`config.mk`:
```
export PLATFORM = sky130hd
export DESIGN_NAME = mux_scan_controller
export DESIGN_NICKNAME = d
export VERILOG_FILES = /design/src/rtl/mux_scan_controller.sv
export SDC_FILE = /design/constraint.sdc
export NUM_CORES = 1
export LEC_CHECK = 0
export ABC_AREA = 0
export CAP_MARGIN = 25
export CORE_MARGIN = 8
export CORE_UTILIZATION = 51
export CTS_BUF_LIST = sky130_fd_sc_hd__clkbuf_2
export DETAILED_ROUTE_END_ITERATION = 8
export GPL_TIMING_DRIVEN = 0
export PLACE_DENSITY = 0.82
export SYNTH_ARGS = -nofsm -noshare
export SYNTH_HDL_FRONTEND = slang
export SYNTH_SLANG_ARGS = --single-unit
```
`constraint.sdc`:
```
create_clock -name Clk -period 2.4 [get_ports Clk]
set_input_delay 0.48 -clock Clk [delete_from_list [all_inputs] [get_ports Clk]]
set_output_delay 0.48 -clock Clk [all_outputs]
set_load 0.1 [all_outputs]
```
`src/rtl/mux_scan_controller.sv`:
```
// Sequencer for the 8-to-1 datapath mux: drives a word onto inputs A..H, walks the select
// through every position, rebuilds the word from the sampled mux output and flags mismatches.
module mux_scan_controller #(
    parameter int SETTLE_CYCLES = 1,
    parameter bit DESCEND       = 1'b0
) (
    input  logic       Clk,
    input  logic       Reset,
    input  logic       Start,
    input  logic [7:0] DataIn,
    output logic [7:0] MuxIn,
    output logic [2:0] Sel,
    input  logic       MuxOut,
    output logic [7:0] DataOut,
    output logic       Busy,
    output logic       Done,
    output logic       Error
);

    typedef enum logic [1:0] {
        ST_IDLE,
        ST_SETTLE,
        ST_CAPTURE,
        ST_FINISH
    } state_t;

    localparam logic [2:0] SEL_FIRST   = DESCEND ? 3'd7 : 3'd0;
    localparam logic [2:0] SEL_LAST    = DESCEND ? 3'd0 : 3'd7;
    localparam logic [3:0] SETTLE_LAST = 4'(SETTLE_CYCLES - 1);

    state_t     state_q, state_d;
    logic [2:0] sel_q, sel_d;
    logic [7:0] muxin_q, muxin_d;
    logic [7:0] dataout_q, dataout_d;
    logic [3:0] cnt_q, cnt_d;
    logic       busy_q, busy_d;
    logic       error_q, error_d;
    logic [7:0] cap_sel;

    // One-hot of the bit position currently addressed by the select.
    genvar gi;
    generate
        for (gi = 0; gi < 8; gi++) begin : g_cap_sel
            assign cap_sel[gi] = (sel_q == 3'(gi));
        end
    endgenerate

    always_comb begin
        state_d   = state_q;
        sel_d     = sel_q;
        muxin_d   = muxin_q;
        dataout_d = dataout_q;
        cnt_d     = cnt_q;
        busy_d    = busy_q;
        error_d   = error_q;
        case (state_q)
            ST_IDLE: begin
                if (Start) begin
                    muxin_d   = DataIn;
                    dataout_d = 8'h00;
                    error_d   = 1'b0;
                    sel_d     = SEL_FIRST;
                    cnt_d     = 4'd0;
                    busy_d    = 1'b1;
                    state_d   = ST_SETTLE;
                end
            end
            ST_SETTLE: begin
                cnt_d = cnt_q + 4'd1;
                if (cnt_q == SETTLE_LAST) begin
                    state_d = ST_CAPTURE;
                end
            end
            ST_CAPTURE: begin
                dataout_d = (dataout_q & ~cap_sel) | ({8{MuxOut}} & cap_sel);
                // The select stops at the final position; it never wraps.
                if (sel_q == SEL_LAST) begin
                    state_d = ST_FINISH;
                end else begin
                    sel_d   = DESCEND ? (sel_q - 3'd1) : (sel_q + 3'd1);
                    cnt_d   = 4'd0;
                    state_d = ST_SETTLE;
                end
            end
            ST_FINISH: begin
                busy_d  = 1'b0;
                error_d = (dataout_q != muxin_q);
                state_d = ST_IDLE;
            end
            default: begin
                state_d = ST_IDLE;
            end
        endcase
    end

    always_ff @(posedge Clk) begin
        if (Reset) begin
            state_q   <= ST_IDLE;
            sel_q     <= 3'd0;
            muxin_q   <= 8'h00;
            dataout_q <= 8'h00;
            cnt_q     <= 4'd0;
            busy_q    <= 1'b0;
            error_q   <= 1'b0;
        end else begin
            state_q   <= state_d;
            sel_q     <= sel_d;
            muxin_q   <= muxin_d;
            dataout_q <= dataout_d;
            cnt_q     <= cnt_d;
            busy_q    <= busy_d;
            error_q   <= error_d;
        end
    end

    assign MuxIn   = muxin_q;
    assign Sel     = sel_q;
    assign DataOut = dataout_q;
    assign Busy    = busy_q;
    assign Done    = (state_q == ST_FINISH);
    assign Error   = error_q;

endmodule

```
==> results of run 1 <==
==> final timing paths <==
kind,to,slack [ns]
max,Sel[0],0.18
min,DataOut[1],0.46
max reg2reg,cnt_q[3],0.51
min reg2reg,MuxIn[4],0.50
==> through the flow <==
step | hold slack (ns) | util | power [mW]
after floorplan | 0.451 | - | 0.656
after global placement | 0.464 | 0.656 | 0.719
after detailed placement | 0.480 | 0.656 | 0.725
after CTS | 0.425 | 0.654 | 0.895
after global routing | 0.428 | 0.652 | 0.928
final | 0.456 | 0.652 | 0.888
==> logic make-up (layout without fill, tap and decap cells) <==
kind of cell / Yosys count / in the layout / share of synthesized area
AND/OR/NAND/NOR: 74 / 74 / 0.286
AO/OA/AOI/OAI: 38 / 38 / 0.158
flip-flops: 27 / 27 / 0.385
buffers and inverters: 17 / 51 / 0.0499
adder cells (fa/ha/maj): 8 / 8 / 0.0713
XOR/XNOR: 8 / 8 / 0.0499
==> state kept, by name, indices dropped and copies added, names as in the netlist <==
signal / count
DataOut: 8
MuxIn: 8
cnt_q: 4
Sel: 3
state_q: 2
Busy: 1
Error: 1
==> synthesized netlist by cell type, types with 5 or more instances <==
| library cell | n | share of area |
|---|---|---|
| a21oi_1 | 21 | 0.075 |
| a31oi_1 | 7 | 0.031 |
| buf_2 | 5 | 0.018 |
| dfxtp_1 | 27 | 0.39 |
| ha_1 | 8 | 0.071 |
| inv_1 | 7 | 0.019 |
| nand2_1 | 26 | 0.070 |
| nand3_1 | 15 | 0.053 |
| nand3b_1 | 5 | 0.027 |
| o21ai_0 | 5 | 0.018 |
| xor2_1 | 8 | 0.050 |
==> power breakdown <==
| part | switching (mW) | internal (mW) | total, mW |
|---|---|---|---|
| clock network | 0.143 | 0.0386 | 0.182 |
| registers | 0.0148 | 0.466 | 0.481 |
| logic | 0.165 | 0.0605 | 0.225 |
==> timing repair <==
item                       in CTS  in global routing
gates cloned                    0                  0
gates resized for setup        28                  1
hold buffers                    0                  0
setup endpoints to repair      22                  1
==> cell type report <==
cell class                 count  share of cell area
clock inverter                 1             0.00429
multi-input combinational    128               0.453
tap                           31              0.0221
buffer                         8              0.0200
inverter                       7              0.0150
timing repair buffer          32               0.169
clock buffer                   3             0.00857
sequential                    27               0.309
==> layer usage <==
metal  up-vias  GRT usage  share of wire
li1        672          -              -
met1       635      0.212           0.42
met2        30      0.301           0.51
met3        11     0.0278          0.039
met4         0     0.0844          0.028
met5         -          0              0
==> flow_metrics.env, run 1 <==
export IMPL_grt_first_pass_wirelength_um=6430
export IMPL_cp_max_fo=7
export IMPL_diodes=0
export IMPL_rows=19
export IMPL_cts_tree="yes"
export IMPL_fin_crit_sh=0.926
export IMPL_setup_tns_ns=0
export IMPL_vdd_ir_drop_max_mv=0.457
export IMPL_syn_inst=172
export IMPL_holdCritPathClass="input pin to register"
export IMPL_holdCritStartpoint="Reset"
export IMPL_startpoint="Sel[0]"
export IMPL_first_pass_iters=4
export IMPL_wl_per_cell_um=15.7
export IMPL_grt_max_degree=17
export IMPL_final_cells=237
export IMPL_fp_dieH_um=68.5
export IMPL_cts_root_buf="clkbuf_2"
export IMPL_layout_common_cells="27 x dfxtp_1, 26 x nand2_1, 21 x a21oi_1, 21 x dlygate4sd2_1, 15 x nand3_1"
export IMPL_drc=0
export IMPL_antenna_found_initial=0
export IMPL_reg2regPathDepth=5
export IMPL_holdPathStages=2
export IMPL_grt_overflow_total=0
export IMPL_syn_area_um2=1400
export IMPL_die_x_um=68.5
export IMPL_dpl_cell_area_um2=1760
export IMPL_min_period_ns=2.22
export IMPL_cp_arrival_ns=1.74
export IMPL_finalNetCount=227
export IMPL_multi_input_area_um2=793
export IMPL_num_vias=1348
export IMPL_synthArstFlopShare=0
export IMPL_status="finished, final reports clean"
export IMPL_place_ws_ns=-0.421
export IMPL_core_um2=2690
export IMPL_final_common_cell="dfxtp_1"
export IMPL_cap_violations=0
export IMPL_ys_seq_area_frac=0.385
export IMPL_drive_gt1_frac=0.0728
export IMPL_power_per_cell_area_nw_per_um2=507
export IMPL_crit_chain="dlygate4sd2_1"
export IMPL_synthFlopType="dfxtp_1"
export IMPL_cts_made_buffers=3
export IMPL_design_area_um2=1750
export IMPL_clock_fmax_mhz=450
export IMPL_synth_nets=192
export IMPL_syn_avg_cell_area_um2=8.16
export IMPL_rsz0062_at_grt="false"
export IMPL_drtIter0Drc=139
export IMPL_cts_num_sinks=27
export IMPL_cts_max_path_buffers=2
export IMPL_hold_violations=0
export IMPL_antenna_left=0
export IMPL_critical_path_slowest_cell="dlygate4sd2_1"
export IMPL_synth_enable_flop_cells=0
export IMPL_cellLeakagePower_nw=0.759
export IMPL_pin_count=34
export IMPL_nFillCells=246
export IMPL_slowest_delay_ns=0.89
export IMPL_worstMarginPinSlew_ns=0.987
export IMPL_critical_path_top_delay_family="buffers and inverters"
export IMPL_r2r_start="Sel[0]"
export IMPL_wl_um=3730
export IMPL_dp_hpwl_um=2930
export IMPL_fin_skew_ns=0.00631
export IMPL_place_inst=235
export IMPL_critPathRequiredTime_ns=1.92
export IMPL_grt_total_usage=0.177
export IMPL_yosysWarnings=0
export IMPL_end_kind="primary output"
export IMPL_dieArea_um2=4690
export IMPL_synth_distinct_cells=34
export IMPL_ys_seq_elements=27
export IMPL_clk_pin_slew_ns=0.27
export IMPL_setup_violations=0
export IMPL_maxSlewViolCount=0
export IMPL_relSlewSlack=0.345
export IMPL_initial_core_util=0.523
export IMPL_area_growth_pct=24.8
export IMPL_final_seq_area_um2=541
export IMPL_clk_latency_ns=0.37
export IMPL_cp_start_kind="register"
export IMPL_crit_cells=1
export IMPL_vias_per_cell=5.69
export IMPL_path_class="register to primary output"
export IMPL_grt_pass1_vias=1359
export IMPL_cts_setup_buffers=0
export IMPL_place_congestion=0.843
export IMPL_port_buffers=32
export IMPL_path_buf_inv=1
export IMPL_cts_htree_levels=1
export IMPL_layout_setup_ws_ns=0.179
Power figures use the tool's default switching activity.
==> run 2, diff against run 1 <==
--- a/config.mk
+++ b/config.mk
@@ -12,7 +12,7 @@
 export CTS_BUF_LIST = sky130_fd_sc_hd__clkbuf_2
 export DETAILED_ROUTE_END_ITERATION = 8
 export GPL_TIMING_DRIVEN = 0
-export PLACE_DENSITY = 0.82
+export PLACE_DENSITY = 0.91
 export SYNTH_ARGS = -nofsm -noshare
 export SYNTH_HDL_FRONTEND = slang
 export SYNTH_SLANG_ARGS = --single-unit
==> run 2 against run 1 <==
Effect of this change: utilization is 0.51 points higher; non-clock buffer count up 2; sequential cell count unchanged; sequential power is essentially flat; global-route usage is 2.4 points lower; total power decreased by 0.65%; clock skew about the same.
==> flow_metrics.env, run 2 (same netlist as run 1, synthesis figures left out) <==
export IMPL_vias_per_cell=5.51
export IMPL_multi_input_area_um2=793
export IMPL_fin_skew_ns=0.00639
export IMPL_diodes=0
export IMPL_area_growth_pct=25.8
export IMPL_rsz0062_at_grt="false"
export IMPL_grt_max_degree=16
export IMPL_final_common_cell="dfxtp_1"
export IMPL_worst_path_most_repeated_cell="buf_2"
export IMPL_cp_max_fo=10
export IMPL_drtIter0Drc=83
export IMPL_grt_overflow_total=0
export IMPL_final_seq_area_um2=541
export IMPL_cap_violations=0
export IMPL_hold_violations=0
export IMPL_clk_latency_ns=0.36
export IMPL_status="finished, final reports clean"
export IMPL_holdPathStages=2
export IMPL_p_total_mw=0.882
export IMPL_cts_max_path_buffers=2
export IMPL_cts_tree="yes"
export IMPL_cts_setup_buffers=0
export IMPL_power_per_cell_area_nw_per_um2=500
export IMPL_core_um2=2690
export IMPL_place_ws_ns=-0.374
export IMPL_cts_htree_levels=1
export IMPL_cts_num_sinks=27
export IMPL_cts_root_buf="clkbuf_2"
export IMPL_antenna_left=0
export IMPL_path_class="register to primary output"
export IMPL_fin_crit_sh=0.946
export IMPL_setup_violations=0
export IMPL_dieArea_um2=4690
export IMPL_reg2regPathDepth=5
export IMPL_vdd_ir_drop_max_mv=0.503
export IMPL_rows=19
export IMPL_min_period_ns=2.27
export IMPL_first_pass_iters=4
export IMPL_cellLeakagePower_nw=0.786
export IMPL_crit_chain="buf_2 -> buf_2 -> clkbuf_4 -> nand2_1 -> inv_1 -> buf_6"
export IMPL_wl_per_cell_um=14.5
export IMPL_drc=0
export IMPL_critPathRequiredTime_ns=1.92
export IMPL_layout_setup_ws_ns=0.130
export IMPL_num_vias=1316
export IMPL_antenna_found_initial=0
export IMPL_design_area_um2=1770
export IMPL_dpl_cell_area_um2=1760
export IMPL_layout_common_cells="27 x dfxtp_1, 26 x nand2_1, 21 x a21oi_1"
export IMPL_clk_pin_slew_ns=0.26
export IMPL_wl_um=3450
export IMPL_cp_start_kind="register"
export IMPL_grt_first_pass_wirelength_um=5570
export IMPL_pin_count=34
export IMPL_nFillCells=236
export IMPL_die_x_um=68.5
export IMPL_maxSlewViolCount=0
export IMPL_place_congestion=0.853
export IMPL_clock_fmax_mhz=441
export IMPL_cp_arrival_ns=1.79
export IMPL_holdCritPathClass="input pin to register"
export IMPL_fp_dieH_um=68.5
export IMPL_cts_hold_buffers=0
export IMPL_slowest_delay_ns=0.37
export IMPL_end_kind="primary output"
export IMPL_worstMarginPinSlew_ns=0.973
export IMPL_critical_path_slowest_cell="dfxtp_1"
export IMPL_drive_gt1_frac=0.0817
export IMPL_relSlewSlack=0.350
export IMPL_finalNetCount=229
export IMPL_cts_made_buffers=3
export IMPL_port_buffers=32
export IMPL_dp_hpwl_um=2710
export IMPL_final_core_util=0.657
export IMPL_initial_core_util=0.523
export IMPL_grt_total_usage=0.153
export IMPL_grt_pass1_vias=1218
[run 2: cell count changes in the layout (fill, tap and decap cells not counted), sizes merged]
cell          change
clkbuf            +2
dlygate4sd2       -1
dlymetal6s2s      +1
clkinv            +1
clkinvlp          -1
[run 2: power by group]
part	internal, mW	total, mW	switching, mW
Sequential	0.466	0.480	0.0140
Clock	0.0378	0.176	0.139
Combinational	0.0626	0.226	0.163
[run 2: worst max-delay path: cells and delay by family (launching register included)]
family / cells / cell delay [ns]
simple gates: 1 / 0.12
buf+inv: 5 / 0.92
flops: 1 / 0.37
[run 2: per-layer routing]
metal  wire (um)  up-vias  part of all wire  track usage
li1            -      676                 -            -
met4          12        0            0.0035       0.0230
met1        1470      607              0.42        0.185
met2        1740       31              0.50        0.268
met5           0        -                 0            0
met3         237        2             0.069       0.0426
[run 2: worst paths after layout]
path | startpoint | endpoint | slack, ns
hold / removal | Reset | DataOut[4] | 0.48
setup / recovery | state_q[1] | Done | 0.13
hold reg to reg | MuxIn[5] | MuxIn[5] | 0.50
setup reg to reg | Sel[0] | cnt_q[3] | 0.53
[run 2: repair_timing]
item / CTS / global route
endpoints found under the setup margin: 21 / 2
pin swaps: 0 / 0
gates resized for setup: 27 / 3
[run 2: metrics by stage]
step	TNS, ns	std cells	hold WS, ns
floorplan	0	172	0.451
global placement	-0.386	235	0.466
detailed placement	-0.374	235	0.475
CTS	0	239	0.479
global route	0	239	0.477
finish	0	239	0.477
[run 2: area by class of cell]
| cell class | count | share of cell area |
|---|---|---|
| inverters | 7 | 0.0149 |
| clock inverters | 1 | 0.00283 |
| well taps | 31 | 0.0220 |
| repair buffers | 32 | 0.169 |
| flip-flops and latches | 27 | 0.306 |
| clock buffers | 3 | 0.00850 |
| plain buffers | 10 | 0.0269 |
| multi-input cells | 128 | 0.449 |
